[src/rtl/multicycle_control_pkg.sv]
// Shared encodings for the multi-cycle MIPS controller: opcodes, FSM states and datapath
// mux selects, plus the control-output bundle produced by the state decoder.
package multicycle_control_pkg;

    localparam int unsigned OPCODE_W = 6;
    localparam int unsigned STATE_W  = 4;

    localparam logic [OPCODE_W-1:0] OP_RTYPE = 6'b000000;
    localparam logic [OPCODE_W-1:0] OP_LW    = 6'b100011;
    localparam logic [OPCODE_W-1:0] OP_SW    = 6'b101011;
    localparam logic [OPCODE_W-1:0] OP_BEQ   = 6'b000100;
    localparam logic [OPCODE_W-1:0] OP_J     = 6'b000010;
    localparam logic [OPCODE_W-1:0] OP_ADDI  = 6'b001000;

    // Encodings are visible on CTL_state, so they are pinned explicitly.
    typedef enum logic [STATE_W-1:0] {
        StIdle   = 4'd0,
        StFetch  = 4'd1,
        StDecode = 4'd2,
        StMemAdr = 4'd3,
        StMemRd  = 4'd4,
        StMemWb  = 4'd5,
        StMemWr  = 4'd6,
        StExec   = 4'd7,
        StRwb    = 4'd8,
        StBranch = 4'd9,
        StJump   = 4'd10,
        StAddiEx = 4'd11,
        StAddiWb = 4'd12,
        StExc    = 4'd13,
        StLoad   = 4'd14
    } state_e;

    localparam logic [2:0] PC_SRC_ALU    = 3'b000;
    localparam logic [2:0] PC_SRC_ALUOUT = 3'b001;
    localparam logic [2:0] PC_SRC_JUMP   = 3'b010;
    localparam logic [2:0] PC_SRC_SYS    = 3'b011;
    localparam logic [2:0] PC_SRC_EXC    = 3'b100;

    localparam logic [1:0] ALU_B_RT      = 2'b00;
    localparam logic [1:0] ALU_B_FOUR    = 2'b01;
    localparam logic [1:0] ALU_B_IMM     = 2'b10;
    localparam logic [1:0] ALU_B_IMM_SH2 = 2'b11;

    localparam logic [1:0] ALU_OP_ADD   = 2'b00;
    localparam logic [1:0] ALU_OP_SUB   = 2'b01;
    localparam logic [1:0] ALU_OP_FUNCT = 2'b10;

    typedef struct packed {
        logic       pc_write;
        logic       pc_write_cond;
        logic [2:0] pc_src;
        logic       ir_write;
        logic       mem_read;
        logic       mem_write;
        logic       reg_write;
        logic       reg_dst;
        logic       mem_to_reg;
        logic       alu_src_a;
        logic [1:0] alu_src_b;
        logic [1:0] alu_op;
        logic       epc_write;
    } ctl_out_t;

endpackage

[src/rtl/multicycle_control_if.sv]
// Controller <-> datapath/system signal bundle. The controller uses the master modport,
// the datapath (or a testbench standing in for it) uses the slave modport.
interface multicycle_control_if #(
    parameter int unsigned CNT_W = 16
);
    import multicycle_control_pkg::*;

    logic                          SYS_load;
    logic [OPCODE_W-1:0]           CTL_opcode;
    logic                          CTL_alu_ovf;
    logic                          CTL_pc_write;
    logic                          CTL_pc_write_cond;
    logic [2:0]                    CTL_pc_src;
    logic                          CTL_ir_write;
    logic                          CTL_mem_read;
    logic                          CTL_mem_write;
    logic                          CTL_reg_write;
    logic                          CTL_reg_dst;
    logic                          CTL_mem_to_reg;
    logic                          CTL_alu_src_a;
    logic [1:0]                    CTL_alu_src_b;
    logic [1:0]                    CTL_alu_op;
    logic                          CTL_epc_write;
    logic                          CTL_cause;
    logic [STATE_W-1:0]            CTL_state;
    logic [CNT_W-1:0]              CTL_retired;

    modport master (
        input  SYS_load, CTL_opcode, CTL_alu_ovf,
        output CTL_pc_write, CTL_pc_write_cond, CTL_pc_src, CTL_ir_write, CTL_mem_read,
               CTL_mem_write, CTL_reg_write, CTL_reg_dst, CTL_mem_to_reg, CTL_alu_src_a,
               CTL_alu_src_b, CTL_alu_op, CTL_epc_write, CTL_cause, CTL_state, CTL_retired
    );

    modport slave (
        output SYS_load, CTL_opcode, CTL_alu_ovf,
        input  CTL_pc_write, CTL_pc_write_cond, CTL_pc_src, CTL_ir_write, CTL_mem_read,
               CTL_mem_write, CTL_reg_write, CTL_reg_dst, CTL_mem_to_reg, CTL_alu_src_a,
               CTL_alu_src_b, CTL_alu_op, CTL_epc_write, CTL_cause, CTL_state, CTL_retired
    );

endinterface

[src/rtl/multicycle_control_ctl_decode.sv]
// Moore output decode: maps the current controller state onto the datapath control vector.
// Anything not set for a state stays 0.
module multicycle_control_ctl_decode
    import multicycle_control_pkg::*;
(
    input  state_e   state,
    output ctl_out_t ctl
);

    always_comb begin
        ctl = '0;
        unique case (state)
            StFetch: begin
                ctl.mem_read  = 1'b1;
                ctl.ir_write  = 1'b1;
                ctl.alu_src_b = ALU_B_FOUR;
                ctl.alu_op    = ALU_OP_ADD;
                ctl.pc_write  = 1'b1;
                ctl.pc_src    = PC_SRC_ALU;
            end
            // Branch target precomputed into ALUOut while the opcode is decoded.
            StDecode: begin
                ctl.alu_src_b = ALU_B_IMM_SH2;
                ctl.alu_op    = ALU_OP_ADD;
            end
            StMemAdr, StAddiEx: begin
                ctl.alu_src_a = 1'b1;
                ctl.alu_src_b = ALU_B_IMM;
                ctl.alu_op    = ALU_OP_ADD;
            end
            StMemRd: ctl.mem_read = 1'b1;
            StMemWb: begin
                ctl.reg_write  = 1'b1;
                ctl.mem_to_reg = 1'b1;
            end
            StMemWr: ctl.mem_write = 1'b1;
            StExec: begin
                ctl.alu_src_a = 1'b1;
                ctl.alu_src_b = ALU_B_RT;
                ctl.alu_op    = ALU_OP_FUNCT;
            end
            StRwb: begin
                ctl.reg_write = 1'b1;
                ctl.reg_dst   = 1'b1;
            end
            StAddiWb: ctl.reg_write = 1'b1;
            StBranch: begin
                ctl.alu_src_a     = 1'b1;
                ctl.alu_src_b     = ALU_B_RT;
                ctl.alu_op        = ALU_OP_SUB;
                ctl.pc_write_cond = 1'b1;
                ctl.pc_src        = PC_SRC_ALUOUT;
            end
            StJump: begin
                ctl.pc_write = 1'b1;
                ctl.pc_src   = PC_SRC_JUMP;
            end
            StExc: begin
                ctl.epc_write = 1'b1;
                ctl.pc_write  = 1'b1;
                ctl.pc_src    = PC_SRC_EXC;
            end
            StLoad: begin
                ctl.pc_write = 1'b1;
                ctl.pc_src   = PC_SRC_SYS;
            end
            default: ;
        endcase
    end

endmodule

[src/rtl/multicycle_control.sv]
// Multi-cycle MIPS main controller: Moore FSM sequencing fetch/decode/execute, external PC
// load and exceptions, with a retired-instruction counter and a latched exception cause.
module multicycle_control
    import multicycle_control_pkg::*;
#(
    parameter logic [7:0]  EXC_VECTOR = 8'h80,
    parameter int unsigned CNT_W      = 16
) (
    input  logic                 SYS_clk,
    input  logic                 SYS_reset,
    multicycle_control_if.master bus
);

    state_e           state_q, state_d;
    logic             cause_q, cause_d;
    logic [CNT_W-1:0] retired_q, retired_d;
    logic             retire;
    ctl_out_t         ctl;

    // The vector itself is applied in the datapath; pc_src only selects it.
    logic unused_exc_vector;
    assign unused_exc_vector = ^EXC_VECTOR;

    always_comb begin
        state_d = state_q;
        cause_d = cause_q;
        retire  = 1'b0;
        unique case (state_q)
            StIdle:  state_d = StFetch;
            StFetch: state_d = bus.SYS_load ? StLoad : StDecode;
            StDecode: begin
                unique case (bus.CTL_opcode)
                    OP_LW, OP_SW: state_d = StMemAdr;
                    OP_RTYPE:     state_d = StExec;
                    OP_BEQ:       state_d = StBranch;
                    OP_J:         state_d = StJump;
                    OP_ADDI:      state_d = StAddiEx;
                    default: begin
                        state_d = StExc;
                        cause_d = 1'b0;
                    end
                endcase
            end
            StMemAdr: state_d = (bus.CTL_opcode == OP_LW) ? StMemRd : StMemWr;
            StMemRd:  state_d = StMemWb;
            StExec, StAddiEx: begin
                if (bus.CTL_alu_ovf) begin
                    state_d = StExc;
                    cause_d = 1'b1;
                end else begin
                    state_d = (state_q == StExec) ? StRwb : StAddiWb;
                end
            end
            StMemWb, StMemWr, StRwb, StAddiWb, StBranch, StJump: begin
                state_d = StFetch;
                retire  = 1'b1;
            end
            StExc, StLoad: state_d = StFetch;
            default:       state_d = StIdle;
        endcase
    end

    assign retired_d = retire ? retired_q + CNT_W'(1) : retired_q;

    always_ff @(posedge SYS_clk or negedge SYS_reset) begin
        if (!SYS_reset) begin
            state_q   <= StIdle;
            cause_q   <= 1'b0;
            retired_q <= '0;
        end else begin
            state_q   <= state_d;
            cause_q   <= cause_d;
            retired_q <= retired_d;
        end
    end

    multicycle_control_ctl_decode u_ctl_decode (
        .state (state_q),
        .ctl   (ctl)
    );

    assign bus.CTL_pc_write      = ctl.pc_write;
    assign bus.CTL_pc_write_cond = ctl.pc_write_cond;
    assign bus.CTL_pc_src        = ctl.pc_src;
    assign bus.CTL_ir_write      = ctl.ir_write;
    assign bus.CTL_mem_read      = ctl.mem_read;
    assign bus.CTL_mem_write     = ctl.mem_write;
    assign bus.CTL_reg_write     = ctl.reg_write;
    assign bus.CTL_reg_dst       = ctl.reg_dst;
    assign bus.CTL_mem_to_reg    = ctl.mem_to_reg;
    assign bus.CTL_alu_src_a     = ctl.alu_src_a;
    assign bus.CTL_alu_src_b     = ctl.alu_src_b;
    assign bus.CTL_alu_op        = ctl.alu_op;
    assign bus.CTL_epc_write     = ctl.epc_write;
    assign bus.CTL_cause         = cause_q;
    assign bus.CTL_state         = state_q;
    assign bus.CTL_retired       = retired_q;

endmodule

[src/flat_wrapper.sv]
// flat-port wrapper written by rule: the top's interface ports become plain ports
module multicycle_control_flat import multicycle_control_pkg::*;
#(
    parameter logic [7:0]  EXC_VECTOR = 8'h80,
    parameter int unsigned CNT_W      = 16
)
  (SYS_clk, SYS_reset, bus_SYS_load, bus_CTL_opcode, bus_CTL_alu_ovf, bus_CTL_pc_write, bus_CTL_pc_write_cond, bus_CTL_pc_src, bus_CTL_ir_write, bus_CTL_mem_read, bus_CTL_mem_write, bus_CTL_reg_write, bus_CTL_reg_dst, bus_CTL_mem_to_reg, bus_CTL_alu_src_a, bus_CTL_alu_src_b, bus_CTL_alu_op, bus_CTL_epc_write, bus_CTL_cause, bus_CTL_state, bus_CTL_retired);
  multicycle_control_if #(.CNT_W(CNT_W)) bus_i ();
  input  logic SYS_clk;
  input  logic SYS_reset;
  input wire logic [$bits(bus_i.SYS_load)-1:0] bus_SYS_load;
  input wire logic [$bits(bus_i.CTL_opcode)-1:0] bus_CTL_opcode;
  input wire logic [$bits(bus_i.CTL_alu_ovf)-1:0] bus_CTL_alu_ovf;
  output wire logic [$bits(bus_i.CTL_pc_write)-1:0] bus_CTL_pc_write;
  output wire logic [$bits(bus_i.CTL_pc_write_cond)-1:0] bus_CTL_pc_write_cond;
  output wire logic [$bits(bus_i.CTL_pc_src)-1:0] bus_CTL_pc_src;
  output wire logic [$bits(bus_i.CTL_ir_write)-1:0] bus_CTL_ir_write;
  output wire logic [$bits(bus_i.CTL_mem_read)-1:0] bus_CTL_mem_read;
  output wire logic [$bits(bus_i.CTL_mem_write)-1:0] bus_CTL_mem_write;
  output wire logic [$bits(bus_i.CTL_reg_write)-1:0] bus_CTL_reg_write;
  output wire logic [$bits(bus_i.CTL_reg_dst)-1:0] bus_CTL_reg_dst;
  output wire logic [$bits(bus_i.CTL_mem_to_reg)-1:0] bus_CTL_mem_to_reg;
  output wire logic [$bits(bus_i.CTL_alu_src_a)-1:0] bus_CTL_alu_src_a;
  output wire logic [$bits(bus_i.CTL_alu_src_b)-1:0] bus_CTL_alu_src_b;
  output wire logic [$bits(bus_i.CTL_alu_op)-1:0] bus_CTL_alu_op;
  output wire logic [$bits(bus_i.CTL_epc_write)-1:0] bus_CTL_epc_write;
  output wire logic [$bits(bus_i.CTL_cause)-1:0] bus_CTL_cause;
  output wire logic [$bits(bus_i.CTL_state)-1:0] bus_CTL_state;
  output wire logic [$bits(bus_i.CTL_retired)-1:0] bus_CTL_retired;
  assign bus_i.SYS_load = bus_SYS_load;
  assign bus_i.CTL_opcode = bus_CTL_opcode;
  assign bus_i.CTL_alu_ovf = bus_CTL_alu_ovf;
  assign bus_CTL_pc_write = bus_i.CTL_pc_write;
  assign bus_CTL_pc_write_cond = bus_i.CTL_pc_write_cond;
  assign bus_CTL_pc_src = bus_i.CTL_pc_src;
  assign bus_CTL_ir_write = bus_i.CTL_ir_write;
  assign bus_CTL_mem_read = bus_i.CTL_mem_read;
  assign bus_CTL_mem_write = bus_i.CTL_mem_write;
  assign bus_CTL_reg_write = bus_i.CTL_reg_write;
  assign bus_CTL_reg_dst = bus_i.CTL_reg_dst;
  assign bus_CTL_mem_to_reg = bus_i.CTL_mem_to_reg;
  assign bus_CTL_alu_src_a = bus_i.CTL_alu_src_a;
  assign bus_CTL_alu_src_b = bus_i.CTL_alu_src_b;
  assign bus_CTL_alu_op = bus_i.CTL_alu_op;
  assign bus_CTL_epc_write = bus_i.CTL_epc_write;
  assign bus_CTL_cause = bus_i.CTL_cause;
  assign bus_CTL_state = bus_i.CTL_state;
  assign bus_CTL_retired = bus_i.CTL_retired;
  multicycle_control #(.EXC_VECTOR(EXC_VECTOR), .CNT_W(CNT_W)) u_core (.SYS_clk(SYS_clk), .SYS_reset(SYS_reset), .bus(bus_i));
endmodule
[config.mk]
export PLATFORM = sky130hd
export DESIGN_NAME = multicycle_control_flat
export DESIGN_NICKNAME = d
export VERILOG_FILES = /design/src/rtl/multicycle_control_pkg.sv /design/src/rtl/multicycle_control_if.sv /design/src/rtl/multicycle_control_ctl_decode.sv /design/src/rtl/multicycle_control.sv /design/src/flat_wrapper.sv
export SDC_FILE = /design/constraint.sdc
export NUM_CORES = 1
export LEC_CHECK = 0
export ABC_AREA = 1
export ABC_CLOCK_PERIOD_IN_PS = 2230
export CAP_MARGIN = 10
export CORE_AREA = 4 4 62 64
export DETAILED_ROUTE_END_ITERATION = 8
export DIE_AREA = 0 0 66 68
export PLACE_DENSITY = 0.81
export SYNTH_ARGS = -nofsm -noshare
export SYNTH_HDL_FRONTEND = slang
export SYNTH_SLANG_ARGS = --single-unit
[constraint.sdc]
create_clock -name SYS_clk -period 2.23 [get_ports SYS_clk]
set_clock_uncertainty 0.1 [all_clocks]
set_input_delay 0.446 -clock SYS_clk [delete_from_list [all_inputs] [get_ports SYS_clk]]
set_output_delay 0.446 -clock SYS_clk [all_outputs]
set_load 0.1 [all_outputs]
After elaboration in Yosys (flattened, before gate mapping)

Cells that the tools add are included.

Add/subtract/negate cells: 1
Equality and inequality tests: 21
Reductions and logical operators: 14
Mux-type cells: 22

Operators with widths:

| kind                  | count |
|---|---|
| $pmux 4 s5            | 2 |
| $eq 4x4->1 const B    | 7 |
| $pmux 4 s6            | 1 |
| $add 16x1->16 const B | 1 |
| $eq 4x3->1 const B    | 4 |
| $mux 1                | 13 |
| $eq 6x6->1 const B    | 2 |
| $pmux 3 s4            | 1 |
| $reduce_or 6->1       | 2 |
| $reduce_or 9->1       | 1 |
| $eq 4x2->1 const B    | 2 |
| $mux 4                | 2 |
| $reduce_or 2->1       | 4 |
| $reduce_or 4->1       | 2 |
| $eq 6x2->1 const B    | 1 |
| $eq 6x3->1 const B    | 1 |
| $eq 6x4->1 const B    | 1 |
| $logic_not 6->1       | 1 |
| $eq 4x1->1 const B    | 1 |
| $logic_not 4->1       | 1 |
| $ne 2x2->1 const B    | 2 |
| $mux 3                | 1 |
| $reduce_and 3->1      | 1 |
| $reduce_or 3->1       | 1 |
| 3 further kinds       | 3 |

Register bits: 21
Input port bits: 10
Logic and storage cells: 61

Depth between registers and ports, before layout

Gate-level depths: netlist of run 1.

Depth in word-level cells: 4
Gate-level depth with buffers: 8
Depth with buffers taken out: 8

By module

Synthesis of run 1 repeated with hierarchy kept, for this count alone.

Cells, all modules: 230
Area, all modules: 1500.2 um2

Modules (own cells, without submodules):

| module                        | cells each | area each (um2) | instances |
|---|---|---|---|
| multicycle_control            | 194        | 1338.8          | 1 |
| multicycle_control_ctl_decode | 36         | 161.4           | 1 |

Worst setup path after synthesis of run 1

Ideal clock, no wire load.

Path kind: register to output
Start point: register u_core.state_q[3] (netlist: u_core.bus.CTL_state[3])
End point: output bus_CTL_reg_dst
Stages on the path, launching flop included: 3
Setup slack: -2.425 ns
Buffers on the path: 0
Arrival time: 4.109 ns
Cell sequence: dfrtp_1 inv_2 nor4_1

Longest elaborated chain between the ends: 2

RTL lines:

| element                  | line                                | RTL |
|---|---|---|
| start: declaration       | multicycle_control.sv:14            | `state_e state_q, state_d;` |
| start signal: assignment | multicycle_control.sv:67            | `state_q <= StIdle;` |
| start signal: assignment | multicycle_control.sv:71            | `state_q <= state_d;` |
| $eq 4x4->1               | multicycle_control_ctl_decode.sv:12 | `unique case (state)` |
| $mux 1                   | multicycle_control_ctl_decode.sv:12 |  |
| end: declaration         | flat_wrapper.sv:21                  | `output wire logic [$bits(bus_i.CTL_reg_dst)-1:0] bus_CTL_reg_dst;` |

No other way between the ends.

Worst setup path after layout of run 1

Start point: register u_core.state_q[2] (netlist: u_core.bus.CTL_state[2])
End point: output bus_CTL_pc_write

Longest elaborated chain between the ends: 3

RTL lines:

| element                                         | line                                | RTL |
|---|---|---|
| $eq 4x1->1 / $eq 4x4->1 (equally long branches) | multicycle_control_ctl_decode.sv:12 |  |
| $reduce_or 4->1 (no line) (*)                   | n/a                                 |  |
| $mux 1 (*)                                      | multicycle_control_ctl_decode.sv:12 |  |
| end: declaration                                | flat_wrapper.sv:14                  | `output wire logic [$bits(bus_i.CTL_pc_write)-1:0] bus_CTL_pc_write;` |

Every way passes the cells marked *; elsewhere a longest branch is shown, timed or not.

==> impl_metrics.yaml, run 1 <==
synthesis:
  synth_compound_area_share_pct: 2.31
  synth_top_family_by_area: "simple AND/OR/NAND/NOR gates"
  seq_area_frac_synth_pct: 33.4
  yosysWarnings: 0
  synthMuxAreaShare_pct: 0
  synthesis.nets: 246
  synth-xor-area-share_pct: 3.90
  synth_adder_area_share_pct: 0.795
  synth.distinct_cells: 23
  netlist_area_sq_mm: 0.00157
  synthSimpleGateAreaFrac_pct: 51.3
  ys_ff_latch: 21
  syn_area_per_cell_sq_um: 6.70
  synthCells: 235
setup_path:
  r2r_start: "u_core.bus.CTL_state[1]"
  worstPathArrival_ns: 1.66
  required_ns: 1.68
  worst_setup_path_end_kind: "output port"
  startpoint: "u_core.bus.CTL_state[2]"
  crit_family: "simple AND/OR/NAND/NOR gates"
  path_buf_inv: 2
  crit_cells: 5
  slowest_delay_ns: 0.54
  cp_slowest_cell: "dfrtp_4"
  r2r-end: "u_core.bus.CTL_retired[13]"
  cp_max_fo: 7
  path_cells: "inv_4 -> nand2_4 -> nor2_4 -> or3_4 -> buf_12"
  r2r_slack_ns: 0.32
  worstSetupPathType: "reg2out"
  worstSetupStartpointType: "flip-flop"
  reg2reg_depth: 8
  setup.worst_path.end: "bus_CTL_pc_write"
route:
  viasPerCell: 5.26
  firstDrtPassIters: 4
  num_vias: 1778
  routed_wirelength_um: 4560
  drc_errors: 0
  first_iter_violations: 203
  antenna_left: 0
  wl_per_cell_um: 13.5
clock_tree:
  root_buffer: "clkbuf_4"
  clk-insertion-delay-late_ns: 0.32
  hold_buffers: 0
  cts-buffers-inserted: 3
  htree_levels: 1
  cts_tree: "done"
  ctsLongestPathBuffers: 2
  path_clk_slew_ns: 0.13
  cts.sinks: 21
finish:
  area_growth_pct: 58.8
  fin_cells: 338
  utilization_pct: 76.1
  antenna_cells: 0
  fillers: 255
  nets: 304
  mostFrequentLayoutCells: "nand2_1 (68), buf_4 (32), nor2_1 (27), nand4_1 (27)"
  final_common_cell: "nand2_1"
  drive_above_1_share_pct: 34.9
  multi_input_area_sq_mm: 0.00108
  seqCellArea_sq_um: 541
grt:
  grt_pass1_wl_um: 7780
  antenna_found_initial: 0
  grt_max_degree: 22
  grt_pass1_vias: 1687
  grt-ovfl-total: 0
  grt.total_usage_pct: 22.2
place:
  place_inst: 328
  place_hpwl_um: 3530
  io_buffers: 47
  place_ws_ns: 0.170
  place.gp.congestion: 0.842
timing:
  rsz0062_at_grt: "true"
  hold_viol_final: 0
  period_share_pct: 99.1
  fin_tns_setup_ns: 0
  fmax_ghz: 0.453
  setup_slack_ns: 0.0212
  tightest_slew_ns: 0.341
  setup_viol: 0
  finalMaxSlewViolations: 0
  min_period_ns: 2.21
  relSlewSlack_pct: 77.2
floorplan:
  io_pins: 48
  die_y_um: 68
  initial_utilization_pct: 47.9
  die-width_um: 66
  row_count: 21
  fp.coreArea_sq_mm: 0.00328
  dieArea_sq_mm: 0.00449
run_status:
  status: "completed"
min_path:
  worstHoldPathType: "in2async"
flow_run:
  drv_cap: 0
-- layout make-up --
type / instances / share of cell area [%]
clock inverters: 1 / 0.200
inverters: 26 / 5.06
well taps: 46 / 2.30
repair buffers: 58 / 26.8
clock buffers: 3 / 0.901
flip-flops and latches: 21 / 21.6
multi-input cells: 183 / 43.1
-- cells in the mapped netlist --
master,instances,area share [%]
buf_6,1,0.72
dfrtp_1,21,33
nor2_1,34,8.1
inv_2,4,0.95
o21ai_0,4,1.3
nand3_1,13,4.1
nor2_2,3,1.2
inv_1,22,5.2
nand3_4,2,2.2
buf_2,3,0.95
nand2_1,74,18
xor2_1,4,2.2
buf_4,1,0.48
nor4_1,1,0.40
nand3b_1,1,0.48
a21oi_4,1,1.0
or3_1,1,0.40
ha_1,1,0.79
nor3b_1,1,0.48
nand2_2,12,4.8
nand2_4,1,0.72
nand4_1,27,11
xnor2_1,3,1.7
-- cells by family after synthesis --
group	Yosys count
DFF	21
adders and majority gates	1
AOI/OAI and AO/OA	5
buffers and inverters	31
xor gates and xnor gates	7
and+or+nand+nor	170
-- registers in the layout, summed over array words and instances (netlist names) --
name / cells
u_core.bus.CTL_retired: 16
u_core.bus.CTL_state: 4
u_core.bus.CTL_cause: 1
-- per-stage QoR --
stage	hold WS (ns)	cell area, sq um
after global routing	0.381	2500
after floorplan	0.0504	1740
after global placement	0.418	2380
final	0.363	2500
after CTS	0.366	2460
after detailed placement	0.431	2380
-- worst register-to-register path: cells and delay by family (launching register included) --
kind	cells	cell delay [ns]
AOI/OAI and AO/OA	1	0.19
DFF	1	0.45
and+or+nand+nor	4	0.52
buffers and inverters	3	0.56
-- worst min path at each step --
stage | slack [ns] | start | endpoint | cells past startpoint
2_1_floorplan | 0.05 | SYS_reset | u_core.bus.CTL_cause | 0
3_3_place_gp | 0.42 | u_core.bus.CTL_cause | u_core.bus.CTL_cause | 2
3_5_place_dp | 0.43 | u_core.bus.CTL_cause | u_core.bus.CTL_cause | 2
4_1_cts | 0.37 | SYS_reset | u_core.bus.CTL_retired[8] | 2
5_1_grt | 0.38 | SYS_reset | u_core.bus.CTL_retired[8] | 2
6_report | 0.36 | SYS_reset | u_core.bus.CTL_retired[8] | 2
-- repair_timing --
item / 4_1_cts / 5_1_grt
setup endpoints to repair: 7 / 8
resized for setup: 6 / 6
setup buffers: 3 / 3
hold endpoints to repair: 0 / 0
pin swaps: 1 / 6
-- routing by layer --
layer	GRT usage (%)	vias to the layer above	share of wire [%]
met5	0	-	0
met3	2.13	8	5.1
met4	6.85	0	1.6
li1	-	887	-
met2	36.8	58	49
met1	30.7	825	45
Power of run 1 is left out: the tool's default activity adds up to more than one toggle a clock period on the data nets, which glitch-free logic cannot reach.
==> inputs of run 2 (changes only) <==
--- a/config.mk
+++ b/config.mk
@@ -8,10 +8,12 @@
 export ABC_AREA = 1
 export ABC_CLOCK_PERIOD_IN_PS = 2230
 export CAP_MARGIN = 10
-export CORE_AREA = 4 4 62 64
+export CELL_PAD_IN_SITES_DETAIL_PLACEMENT = 0
+export CELL_PAD_IN_SITES_GLOBAL_PLACEMENT = 1
+export CORE_AREA = 4 4 73 75
 export DETAILED_ROUTE_END_ITERATION = 8
-export DIE_AREA = 0 0 66 68
-export PLACE_DENSITY = 0.81
+export DIE_AREA = 0 0 77 79
+export PLACE_DENSITY_LB_ADDON = 0.1
 export SYNTH_ARGS = -nofsm -noshare
 export SYNTH_HDL_FRONTEND = slang
 export SYNTH_SLANG_ARGS = --single-unit
==> impl_metrics.yaml, run 2 (synthesis results as in run 1) <==
run_status:
  status: "completed"
grt:
  grt_pass1_wl_um: 7800
  grt_pass1_vias: 1650
  grt-ovfl-total: 0
  grt.total_usage_pct: 15.8
  grt_max_degree: 22
  antenna_found_initial: 0
timing:
  setup_viol: 0
  fmax_ghz: 0.462
  tightest_slew_ns: 0.417
  timing.hold.ws_ns: 0.430
  period_share_pct: 97.0
  fin_tns_setup_ns: 0
  rsz0062_at_grt: "false"
  relSlewSlack_pct: 72.1
  hold_viol_final: 0
  finalMaxSlewViolations: 0
  min_period_ns: 2.16
setup_path:
  required_ns: 1.68
  r2r-end: "u_core.bus.CTL_retired[9]"
  worstPathArrival_ns: 1.62
  worst_setup_path_end_kind: "output port"
  r2r_slack_ns: 0.31
  cp_max_fo: 5
  worstSetupPathType: "reg2out"
  worstSetupStartpointType: "flip-flop"
  r2r_start: "u_core.bus.CTL_state[1]"
  reg2reg_depth: 9
clock_tree:
  ctsLongestPathBuffers: 2
  clk-insertion-delay-late_ns: 0.26
  cts_tree: "done"
  htree_levels: 1
  root_buffer: "clkbuf_8"
  cts-buffers-inserted: 3
  hold_buffers: 0
  cts.sinks: 21
  path_clk_slew_ns: 0.08
place:
  place_hpwl_um: 3510
  io_buffers: 47
  place.gp.congestion: 0.822
finish:
  utilization_pct: 53.3
  nets: 302
  largest_register_ffs: 16
  antenna_cells: 0
  drive_above_1_share_pct: 33.4
  final_common_cell: "nand2_1"
  mostFrequentLayoutCells: "nand2_1 (69), buf_4 (30), nor2_1 (28)"
  area_growth_pct: 57.9
  fillers: 430
floorplan:
  die-width_um: 77
  fp.coreArea_sq_mm: 0.00466
  row_count: 25
  io_pins: 48
  die_y_um: 79
  dieArea_sq_mm: 0.00608
  initial_utilization_pct: 33.8
min_path:
  worstHoldPathType: "in2async"
route:
  wl_per_cell_um: 13.4
  num_vias: 1725
  viasPerCell: 5.01
  antenna_left: 0
  first_iter_violations: 76
  routed_wirelength_um: 4600
  drc_errors: 0
  firstDrtPassIters: 4
power_and_ir_drop:
  power.density_mw_per_mm2: 1620
  p_leak_nw: 1.12
  ir_worst_vdd_mv: 1.55
flow_run:
  drv_cap: 0
==> run 2: cell types whose count changed in the layout (fill, tap and decap cells not counted), moves of 2 or more <==
cell and change:
inv_4 -2, clkbuf_4 -3, clkbuf_8 +3, inv_2 +2, buf_4 -2
==> run 2: worst max-delay path by stage <==
stage / cells after the start / slack [ns] / startpoint / to
finish: 6 / 0.07 / u_core.bus.CTL_state[1] / bus_CTL_pc_write
global route: 6 / 0.01 / u_core.bus.CTL_state[1] / bus_CTL_pc_write
CTS: 5 / 0.007 / u_core.bus.CTL_state[0] / bus_CTL_pc_write_cond
detailed placement: 6 / 0.19 / u_core.bus.CTL_state[0] / bus_CTL_alu_src_b[0]
global placement: 6 / 0.22 / u_core.bus.CTL_state[0] / bus_CTL_alu_src_b[0]
floorplan: 6 / -0.35 / u_core.bus.CTL_state[3] / bus_CTL_reg_write
==> run 2: layer usage <==
metal  vias up  global-route usage [%]  wire length, um
met5         -                       0                0
met3         7                    2.95              252
li1        874                       -                -
met1       796                    19.5             1920
met2        48                    28.4             2370
met4         0                    4.27               52
==> run 2: area by class of cell <==
class | instances | area (sq um) | share of cell area [%]
clock buffers | 3 | 41.3 | 1.66
clock inverters | 1 | 5.00 | 0.201
inverters | 26 | 121 | 4.88
multi-input cells | 183 | 1050 | 42.4
flip-flops and latches | 21 | 541 | 21.8
well taps | 54 | 67.6 | 2.72
repair buffers | 56 | 656 | 26.4
==> run 2: metrics by stage <==
step | std cells | power (mW) | setup WS [ns] | cell area, sq um
after floorplan | 235 | 2.88 | -0.347 | 1740
after global placement | 337 | 3.73 | 0.216 | 2400
after detailed placement | 337 | 3.73 | 0.187 | 2400
after CTS | 343 | 4.02 | 0.00727 | 2470
after global routing | 344 | 4.20 | 0.0119 | 2480
final | 344 | 4.02 | 0.0667 | 2480
==> run 2: worst max-delay path, cell delays in order, from the launching register on <==
cell and delay, ns:
dfrtp_4 0.44, inv_4 0.04, buf_4 0.13, nand2_4 0.12, nor2_4 0.07, or3_4 0.38
buf_12 0.17
==> run 2: report_power, final <==
part | switching [mW] | leakage, nW | total (mW) | internal [mW]
registers | 0.143 | 0.275 | 0.623 | 0.480
clock network | 0.129 | 0.0255 | 0.254 | 0.125
logic | 2.23 | 0.821 | 3.14 | 0.914
total | 2.50 | 1.12 | 4.02 | 1.52
==> run 2: what timing repair did <==
item                                   4_1_cts  5_1_grt
setup buffers                                2        1
gates cloned                                 0        0
endpoints found under the hold margin        0        0
resized for setup                            2        3
setup endpoints to repair                    3        8
(Power assumes the default switching activity.)
